--- src/rtl/mem_dma_copy.sv ---
// mem_dma_copy -- single-channel word copier on the native mem_valid/mem_ready bus.
//
// Copies len_words 32-bit words from src_addr to dst_addr as alternating single-word
// reads and writes. Every bus request is followed by one idle bus cycle, so a responder
// that holds ready for one cycle and re-arms on valid never sees a request twice.
//
// Optional feature macro: MEM_DMA_TIMEOUT_EN
//   defined   : a watchdog aborts a request after 2**TIMEOUT_W-1 cycles without mem_ready.
//               The abort sets the sticky error flag and ends the command.
//   undefined : the engine waits indefinitely for mem_ready, and error is tied to 0.
//
// Parameters
//   LEN_W      width of len_words and the remaining-word counter
//   TIMEOUT_W  width of the watchdog counter (used only with MEM_DMA_TIMEOUT_EN)
//
// Ports
//   clk, rstn            clock; asynchronous active-low reset
//   start                1-cycle command strobe, sampled only while idle
//   src_addr, dst_addr   byte addresses; bits [1:0] are ignored
//   len_words            number of words to copy (0 allowed)
//   busy, done, error    status: busy outside IDLE, done pulse at command end, sticky abort flag
//   mem_valid/mem_ready  request handshake
//   mem_addr             word-aligned request address
//   mem_wdata/mem_wstrb  write data and byte strobes (strobes are 0 for reads)
//   mem_rdata            read data, valid while mem_valid and mem_ready are both high
module mem_dma_copy #(
  parameter int LEN_W     = 16,
  parameter int TIMEOUT_W = 8
) (
  input  logic             clk,
  input  logic             rstn,
  input  logic             start,
  input  logic [31:0]      src_addr,
  input  logic [31:0]      dst_addr,
  input  logic [LEN_W-1:0] len_words,
  output logic             busy,
  output logic             done,
  output logic             error,
  output logic             mem_valid,
  input  logic             mem_ready,
  output logic [31:0]      mem_addr,
  output logic [31:0]      mem_wdata,
  output logic [3:0]       mem_wstrb,
  input  logic [31:0]      mem_rdata
);

  typedef enum logic [2:0] {IDLE, RD, RD_GAP, WR, WR_GAP, FIN} state_t;

  state_t           state_reg;
  logic [31:0]      src_reg;
  logic [31:0]      dst_reg;
  logic [LEN_W-1:0] remaining_reg;
  logic [31:0]      rbuf_reg;
  logic             busy_reg;
  logic             done_reg;
  logic             mem_valid_reg;
  logic [31:0]      mem_addr_reg;
  logic [31:0]      mem_wdata_reg;
  logic [3:0]       mem_wstrb_reg;

  // Address bits [1:0] are dropped on purpose; only word addresses are used.
  logic unused_addr_bits;
  assign unused_addr_bits = ^{src_addr[1:0], dst_addr[1:0]};

`ifdef MEM_DMA_TIMEOUT_EN
  // The watchdog fires on the cycle that would be the (2**TIMEOUT_W-1)-th stalled cycle,
  // i.e. when the count already holds one less than the limit and ready is still low.
  localparam logic [TIMEOUT_W-1:0] WD_LAST = {{(TIMEOUT_W-1){1'b1}}, 1'b0};
  logic [TIMEOUT_W-1:0] wd_cnt_reg;
  logic                 error_reg;
  assign error = error_reg;
`else
  localparam int unused_timeout_w = TIMEOUT_W;
  assign error = 1'b0;
`endif

  assign busy      = busy_reg;
  assign done      = done_reg;
  assign mem_valid = mem_valid_reg;
  assign mem_addr  = mem_addr_reg;
  assign mem_wdata = mem_wdata_reg;
  assign mem_wstrb = mem_wstrb_reg;

  always_ff @(posedge clk or negedge rstn) begin
    if (!rstn) begin
      state_reg     <= IDLE;
      src_reg       <= '0;
      dst_reg       <= '0;
      remaining_reg <= '0;
      rbuf_reg      <= '0;
      busy_reg      <= 1'b0;
      done_reg      <= 1'b0;
      mem_valid_reg <= 1'b0;
      mem_addr_reg  <= '0;
      mem_wdata_reg <= '0;
      mem_wstrb_reg <= '0;
`ifdef MEM_DMA_TIMEOUT_EN
      wd_cnt_reg    <= '0;
      error_reg     <= 1'b0;
`endif
    end else begin
      done_reg <= 1'b0;
      case (state_reg)
        IDLE: begin
          if (start) begin
            src_reg       <= {src_addr[31:2], 2'b00};
            dst_reg       <= {dst_addr[31:2], 2'b00};
            remaining_reg <= len_words;
            busy_reg      <= 1'b1;
`ifdef MEM_DMA_TIMEOUT_EN
            error_reg     <= 1'b0;
            wd_cnt_reg    <= '0;
`endif
            if (len_words == '0) begin
              // Zero-length command: no bus traffic, just the done pulse.
              done_reg  <= 1'b1;
              state_reg <= FIN;
            end else begin
              mem_valid_reg <= 1'b1;
              mem_addr_reg  <= {src_addr[31:2], 2'b00};
              mem_wstrb_reg <= 4'b0000;
              state_reg     <= RD;
            end
          end
        end

        RD: begin
          if (mem_ready) begin
            rbuf_reg      <= mem_rdata;
            src_reg       <= src_reg + 32'd4;
            mem_valid_reg <= 1'b0;
            state_reg     <= RD_GAP;
          end
`ifdef MEM_DMA_TIMEOUT_EN
          else if (wd_cnt_reg == WD_LAST) begin
            mem_valid_reg <= 1'b0;
            error_reg     <= 1'b1;
            done_reg      <= 1'b1;
            state_reg     <= FIN;
          end else begin
            wd_cnt_reg <= wd_cnt_reg + 1'b1;
          end
`endif
        end

        RD_GAP: begin
          mem_valid_reg <= 1'b1;
          mem_addr_reg  <= dst_reg;
          mem_wdata_reg <= rbuf_reg;
          mem_wstrb_reg <= 4'b1111;
          state_reg     <= WR;
`ifdef MEM_DMA_TIMEOUT_EN
          wd_cnt_reg    <= '0;
`endif
        end

        WR: begin
          if (mem_ready) begin
            dst_reg       <= dst_reg + 32'd4;
            remaining_reg <= remaining_reg - 1'b1;
            mem_valid_reg <= 1'b0;
            if (remaining_reg == LEN_W'(1)) begin
              done_reg  <= 1'b1;
              state_reg <= FIN;
            end else begin
              state_reg <= WR_GAP;
            end
          end
`ifdef MEM_DMA_TIMEOUT_EN
          else if (wd_cnt_reg == WD_LAST) begin
            mem_valid_reg <= 1'b0;
            error_reg     <= 1'b1;
            done_reg      <= 1'b1;
            state_reg     <= FIN;
          end else begin
            wd_cnt_reg <= wd_cnt_reg + 1'b1;
          end
`endif
        end

        WR_GAP: begin
          mem_valid_reg <= 1'b1;
          mem_addr_reg  <= src_reg;
          mem_wstrb_reg <= 4'b0000;
          state_reg     <= RD;
`ifdef MEM_DMA_TIMEOUT_EN
          wd_cnt_reg    <= '0;
`endif
        end

        FIN: begin
          // done is high during this cycle; busy drops as we return to IDLE.
          busy_reg  <= 1'b0;
          state_reg <= IDLE;
        end

        default: begin
          busy_reg      <= 1'b0;
          mem_valid_reg <= 1'b0;
          state_reg     <= IDLE;
        end
      endcase
    end
  end

endmodule

--- config.mk ---
export PLATFORM = sky130hd
export DESIGN_NAME = mem_dma_copy
export DESIGN_NICKNAME = d
export VERILOG_FILES = /design/src/rtl/mem_dma_copy.sv
export SDC_FILE = /design/constraint.sdc
export NUM_CORES = 1
export LEC_CHECK = 0
export ABC_AREA = 0
export BUFFER_PORTS_ARGS = -buffer_cell sky130_fd_sc_hd__buf_2
export CORE_ASPECT_RATIO = 0.6
export CORE_MARGIN = 5
export CORE_UTILIZATION = 55
export CTS_CLUSTER_DIAMETER = 40
export CTS_CLUSTER_SIZE = 16
export DETAILED_ROUTE_END_ITERATION = 16
export GPL_TIMING_DRIVEN = 1
export PLACE_DENSITY = 0.8
export SLEW_MARGIN = 20
export SYNTH_ARGS = -nofsm -noshare
export SYNTH_HDL_FRONTEND = slang
export SYNTH_SLANG_ARGS = --single-unit
--- constraint.sdc ---
create_clock -name clk -period 3.3 [get_ports clk]
set_input_delay 0.165 -clock clk [delete_from_list [all_inputs] [get_ports clk]]
set_output_delay 0.165 -clock clk [all_outputs]
set_load 0.05 [all_outputs]
* Yosys cells after proc, flatten, opt, wreduce, memory -nomap -nowiden *
Index checks and enable logic that the tools add are counted.

storage, ports and cells
  flip-flop bits (word level) = 186
  memories = 0
  RAM bits = 0
  bits of input ports = 116
  bits in read-only memories = 0
  latch bits = 0

operators by class
  multiply operators = 0
  muxes and demuxes = 32
  div/mod/pow operators = 0
  bitwise logic cells = 2
  shift operators = 0
  reductions and logical operators = 15
  $add $sub $neg = 3
  $lt $le $gt $ge = 0
  eq/ne operators = 11

operators by type and width
  kind                                                                    number
  32-bit two-way mux                                                      6
  32-bit case mux with 2 select lines                                     2
  32-bit case mux with 3 select lines                                     1
  32-bit by 3-bit adder with 32-bit output, second input constant         2
  16-bit two-way mux                                                      2
  16-bit case mux with 2 select lines                                     1
  16-bit by 1-bit equality test with 1-bit output, second input constant  1
  16-bit logical NOT                                                      1
  16-bit by 1-bit subtractor with 16-bit output, second input constant    1
  3-bit case mux with 5 select lines                                      1
  3-bit two-way mux                                                       4
  4-bit case mux with 3 select lines                                      1
  3-bit AND reduction                                                     4
  1-bit two-way mux                                                       9
  4-bit two-way mux                                                       2
  2-bit inequality test, second input constant                            4
  3-bit by 2-bit equality test with 1-bit output, second input constant   2
  3-bit equality test, second input constant                              2
  1-bit case mux with 2 select lines                                      2
  1-bit case mux with 4 select lines                                      1
  2-bit AND reduction                                                     2
  4-bit AND reduction                                                     1
  2-bit nonzero test                                                      2
  2-bit OR reduction                                                      2
  6 further kinds                                                         7

* Logic depth before layout (Yosys ltp) *
  depth in word-level cells = 4
  gate-level depth with buffers = 8
  mapped depth without buffers = 6

* Least setup slack after synthesis *
No wires, ideal clock.

  path type = register to register
  from = register src_reg[10]
  to = register src_reg[31]
  stages on the path, launching flop included = 7
  period minus slack after synthesis = 2.079 ns
  slack = 1.221 ns
  setup time = 0.141 ns
  data arrival time = 1.939 ns
  cells stage by stage = dfrtp_1 -> nand4_4 -> or4_1 -> clkbuf_2 -> or4_4 -> nand3_1 -> o311ai_2

on the way
  cells in the longest elaborated chain, start to end = 3

RTL lines
  what                                      RTL line  text
  from (decl)                               50        logic [31:0] src_reg;
  from (signal assigned)                    106       src_reg <= {src_addr[31:2], 2'b00};
  from (signal assigned)                    130       src_reg <= src_reg + 32'd4;
  32-bit by 3-bit adder with 32-bit output  130
  32-bit two-way mux                        128       if (mem_ready) begin
  32-bit case mux with 2 select lines       103       case (state_reg)

Every way passes these cells. The select of a mux whose other input is x is not followed.
A chain may end at the register's enable or synchronous reset.

* Worst setup path in the final report *
  from = register state_reg[0]
  to = register remaining_reg[12]

on the way
  cells in the longest elaborated chain, start to end = 3
  elaborated cells on any way between the ends = 7
  classes of those cells = 3 x eq/ne; 1 x mux; 3 x reduce/logical

RTL lines
  what                                                                                        RTL line  text
  from (decl)                                                                                 49        state_t state_reg;
  from (signal assigned)                                                                      86        state_reg <= IDLE;
  from (signal assigned)                                                                      117       state_reg <= FIN;
  from (signal assigned)                                                                      122       state_reg <= RD;
  3-bit by 2-bit equality test with 1-bit output / 3-bit logical NOT (equally long branches)  103
  2-bit inequality test (no line) / 2-bit nonzero test (equally long branches)                -
  3-bit AND reduction (no line)                                                               -
  to (signal assigned)                                                                        108       remaining_reg <= len_words;
  to (signal assigned)                                                                        160       remaining_reg <= remaining_reg - 1'b1;
  to (decl)                                                                                   52        logic [LEN_W-1:0] remaining_reg;

Several ways; a longest one is shown, not always the timed one.

==> flow_metrics.tcl <==
set metrics [dict create \
    worst_slack_ns 0.816 \
    synth_edf_count 0 \
    vdd_ir_drop_max_mv 0.628 \
    cts_tree "yes" \
    power_density_nw_per_um2 1130 \
    postSynthCellCount 936 \
    setup_viol 0 \
    dp_hpwl_mm 18.4 \
    drt-total-wl_mm 26.9 \
    crit_type "reg2reg" \
    dieArea_um2 19300 \
    relSlewSlack_pct 44.8 \
    area.growth.synth_to_final_pct 23.6 \
    viasPerCell 6.34 \
    report.final.slew_viol_count 0 \
    fill_cells 1265 \
    ios 188 \
    wire_per_inst_um 19.9 \
    fin_nets 1252 \
    post-place-ws_ns 0.859 \
    seq_area_frac_synth_pct 49.0 \
    synth.net_count 1056 \
    final_common_cell "buf_2" \
    syn_area_um2 9100 \
    tightest_slew_ns 0.829 \
    drt_drc_violations_left 0 \
    portBuffers 182 \
    die_x_um 176 \
    grt_max_degree 87 \
    avgSynthCellArea_um2 9.72 \
    fin_skew_ns 0.0111 \
    hp-class "in2reg" \
    crit_chain "buf_4 > buf_4 > inv_1 > or2_2 > nor2_1 > a32oi_1 > o21ai_0" \
    place_area_um2 10200 \
    clock-sinks 178 \
    clock-root-buffer "clkbuf_16" \
    dr.pass1.iters 7 \
    initial_core_util_pct 56.1 \
    drtAntennaViolNets 0 \
    finalCriticalPeriod_ns 2.48 \
    hold-worst-slack_ns 0.00946 \
    core_area_um2 16200 \
    mostFrequentLayoutCells "buf_2, dfrtp_1, nand2_1, o21ai_0, a21oi_1" \
    cts-htree-levels 4 \
    overflow 0 \
    diodes 0 \
    cts_buffers 17 \
    ys_ff_latch 178 \
    fmax_mhz 403 \
    finalHoldViolCount 0 \
    cellLeakagePower_nw 4.80 \
    yosys_warnings 0 \
    grt_pass1_vias 7853 \
    cp_max_fo 28 \
    fin_area_um2 11200 \
    post_cts_buffers 0 \
    grt_pass1_wl_mm 42.3 \
    cp_slowest_cell "or2_2" \
    clk_path_buf_depth 2 \
    maxCapViolCount 0 \
    clk_latency_ns 0.43 \
    globalplace.congestion 0.934 \
    rows 36 \
    cpPeakStageDelay_ns 0.57 \
    cp_data_required_time_ns 3.65 \
    antenna_found_initial 0 \
    dr_total_vias 8583 \
    finalPower_mw 12.7 \
    cp-end-kind "flip-flop" \
    rsz0062_at_grt "false" \
    fin_crit_sh_pct 75.3 \
    critPathLaunchType "flip-flop" \
    drtIter0Drc 940 \
    synthFlopType "dfrtp_1" \
    status "finished clean" \
    drive_gt1_share_pct 28.9 \
    yosys.cell_types.count 71 \
    finalSetupTns_ns 0 \
    worstPathArrival_ns 2.84 \
    grt_usage_pct 27.7 \
    clkTransAtPathRegs_ns 0.07 \
    fp.dieH_um 110 \
    ys_async_sr_fraction_pct 100 \
    crit_top_cell "buf_4" \
    reg2reg_slack_ns 0.82 \
]
[worst paths after layout]
| check | from | to | depth (start not counted) |
|---|---|---|---|
| worst max-delay path | state_reg[0]$_DFFE_PN0P_ | remaining_reg[12]$_DFFE_PN0P_ | 7 |
| worst min-delay path | dst_addr[30] | dst_reg[30]$_DFFE_PN0P_ | 3 |
| worst max register to register | state_reg[0]$_DFFE_PN0P_ | remaining_reg[12]$_DFFE_PN0P_ | 7 |
| worst min register to register | mem_addr[11]$_DFFE_PN0P_ | mem_addr[11]$_DFFE_PN0P_ | 2 |
| max in group asynchronous | rstn | busy$_DFFE_PN0P_ | 3 |
| min in group asynchronous | rstn | dst_reg[9]$_DFFE_PN0P_ | 2 |
[per-layer routing]
metal | GRT usage, % | vias up | routed length, um
met5 | 0 | - | 0
met4 | 5.01 | 0 | 262
met1 | 42.7 | 4196 | 12200
li1 | - | 3911 | -
met3 | 6.98 | 18 | 2750
met2 | 39.8 | 458 | 11700
[cell families (layout without fill, tap and decap cells)]
logic type | Yosys count | count (layout) | share of synthesized area, %
adders and majority gates | 4 | 4 | 0.550
DFF | 178 | 178 | 49.0
AOI/OAI and AO/OA | 307 | 307 | 21.6
muxes | 66 | 66 | 8.14
other | 1 | 1 | 0.0412
buffers and inverters | 83 | 292 | 4.17
and+or+nand+nor | 296 | 296 | 16.4
xor gates and xnor gates | 1 | 1 | 0.0963
[stage by stage]
step                utilization (%)  instances
floorplan                         -        936
global placement               63.1       1280
detailed placement             63.1       1280
CTS                            69.4       1354
global route                   69.4       1354
finish                         69.4       1354
[power breakdown]
part | internal [mW] | switching (mW) | leakage, nW | total, mW
sequential | 3.28 | 1.03 | 2.09 | 4.31
combinational | 2.21 | 4.15 | 2.42 | 6.36
clock | 1.11 | 0.939 | 0.289 | 2.05
total | 6.60 | 6.12 | 4.80 | 12.7
[layout make-up]
class / instances / area (um^2) / area share, %
well taps: 209 / 262 / 2.32
clock buffers: 19 / 453 / 4.03
multi-input cells: 675 / 4320 / 38.4
repair buffers: 252 / 1590 / 14.1
inverters: 8 / 30.0 / 0.267
clock inverters: 13 / 144 / 1.28
flip-flops and latches: 178 / 4450 / 39.6
[worst max-delay path, delay by kind of cell (launching register included)]
family                 cells  cell delay (ns)
AOI/OAI and AO/OA          2             0.32
buffers and inverters      3             0.81
DFF                        1             0.32
and+or+nand+nor            2             0.95
[cell usage after synthesis (all sizes together) (17+ instances only)]
master  number  share of area, %
a21oi       71               3.9
and3        17               1.2
buf         19               1.2
clkbuf      56               2.7
dfrtp      178                49
mux2        64               7.9
nand2       86               3.5
nand3       49               2.7
nand4       20               1.6
nor2        56               2.3
nor3        18              0.99
o21ai       74               4.1
o22a        34               3.3
o22ai       51               3.5
[repair_timing]
action                    in CTS  in global routing
hold endpoints to repair     124                  0
hold buffers                  42                  0
gates resized for setup        0                  0
(Power assumes the default switching activity.)
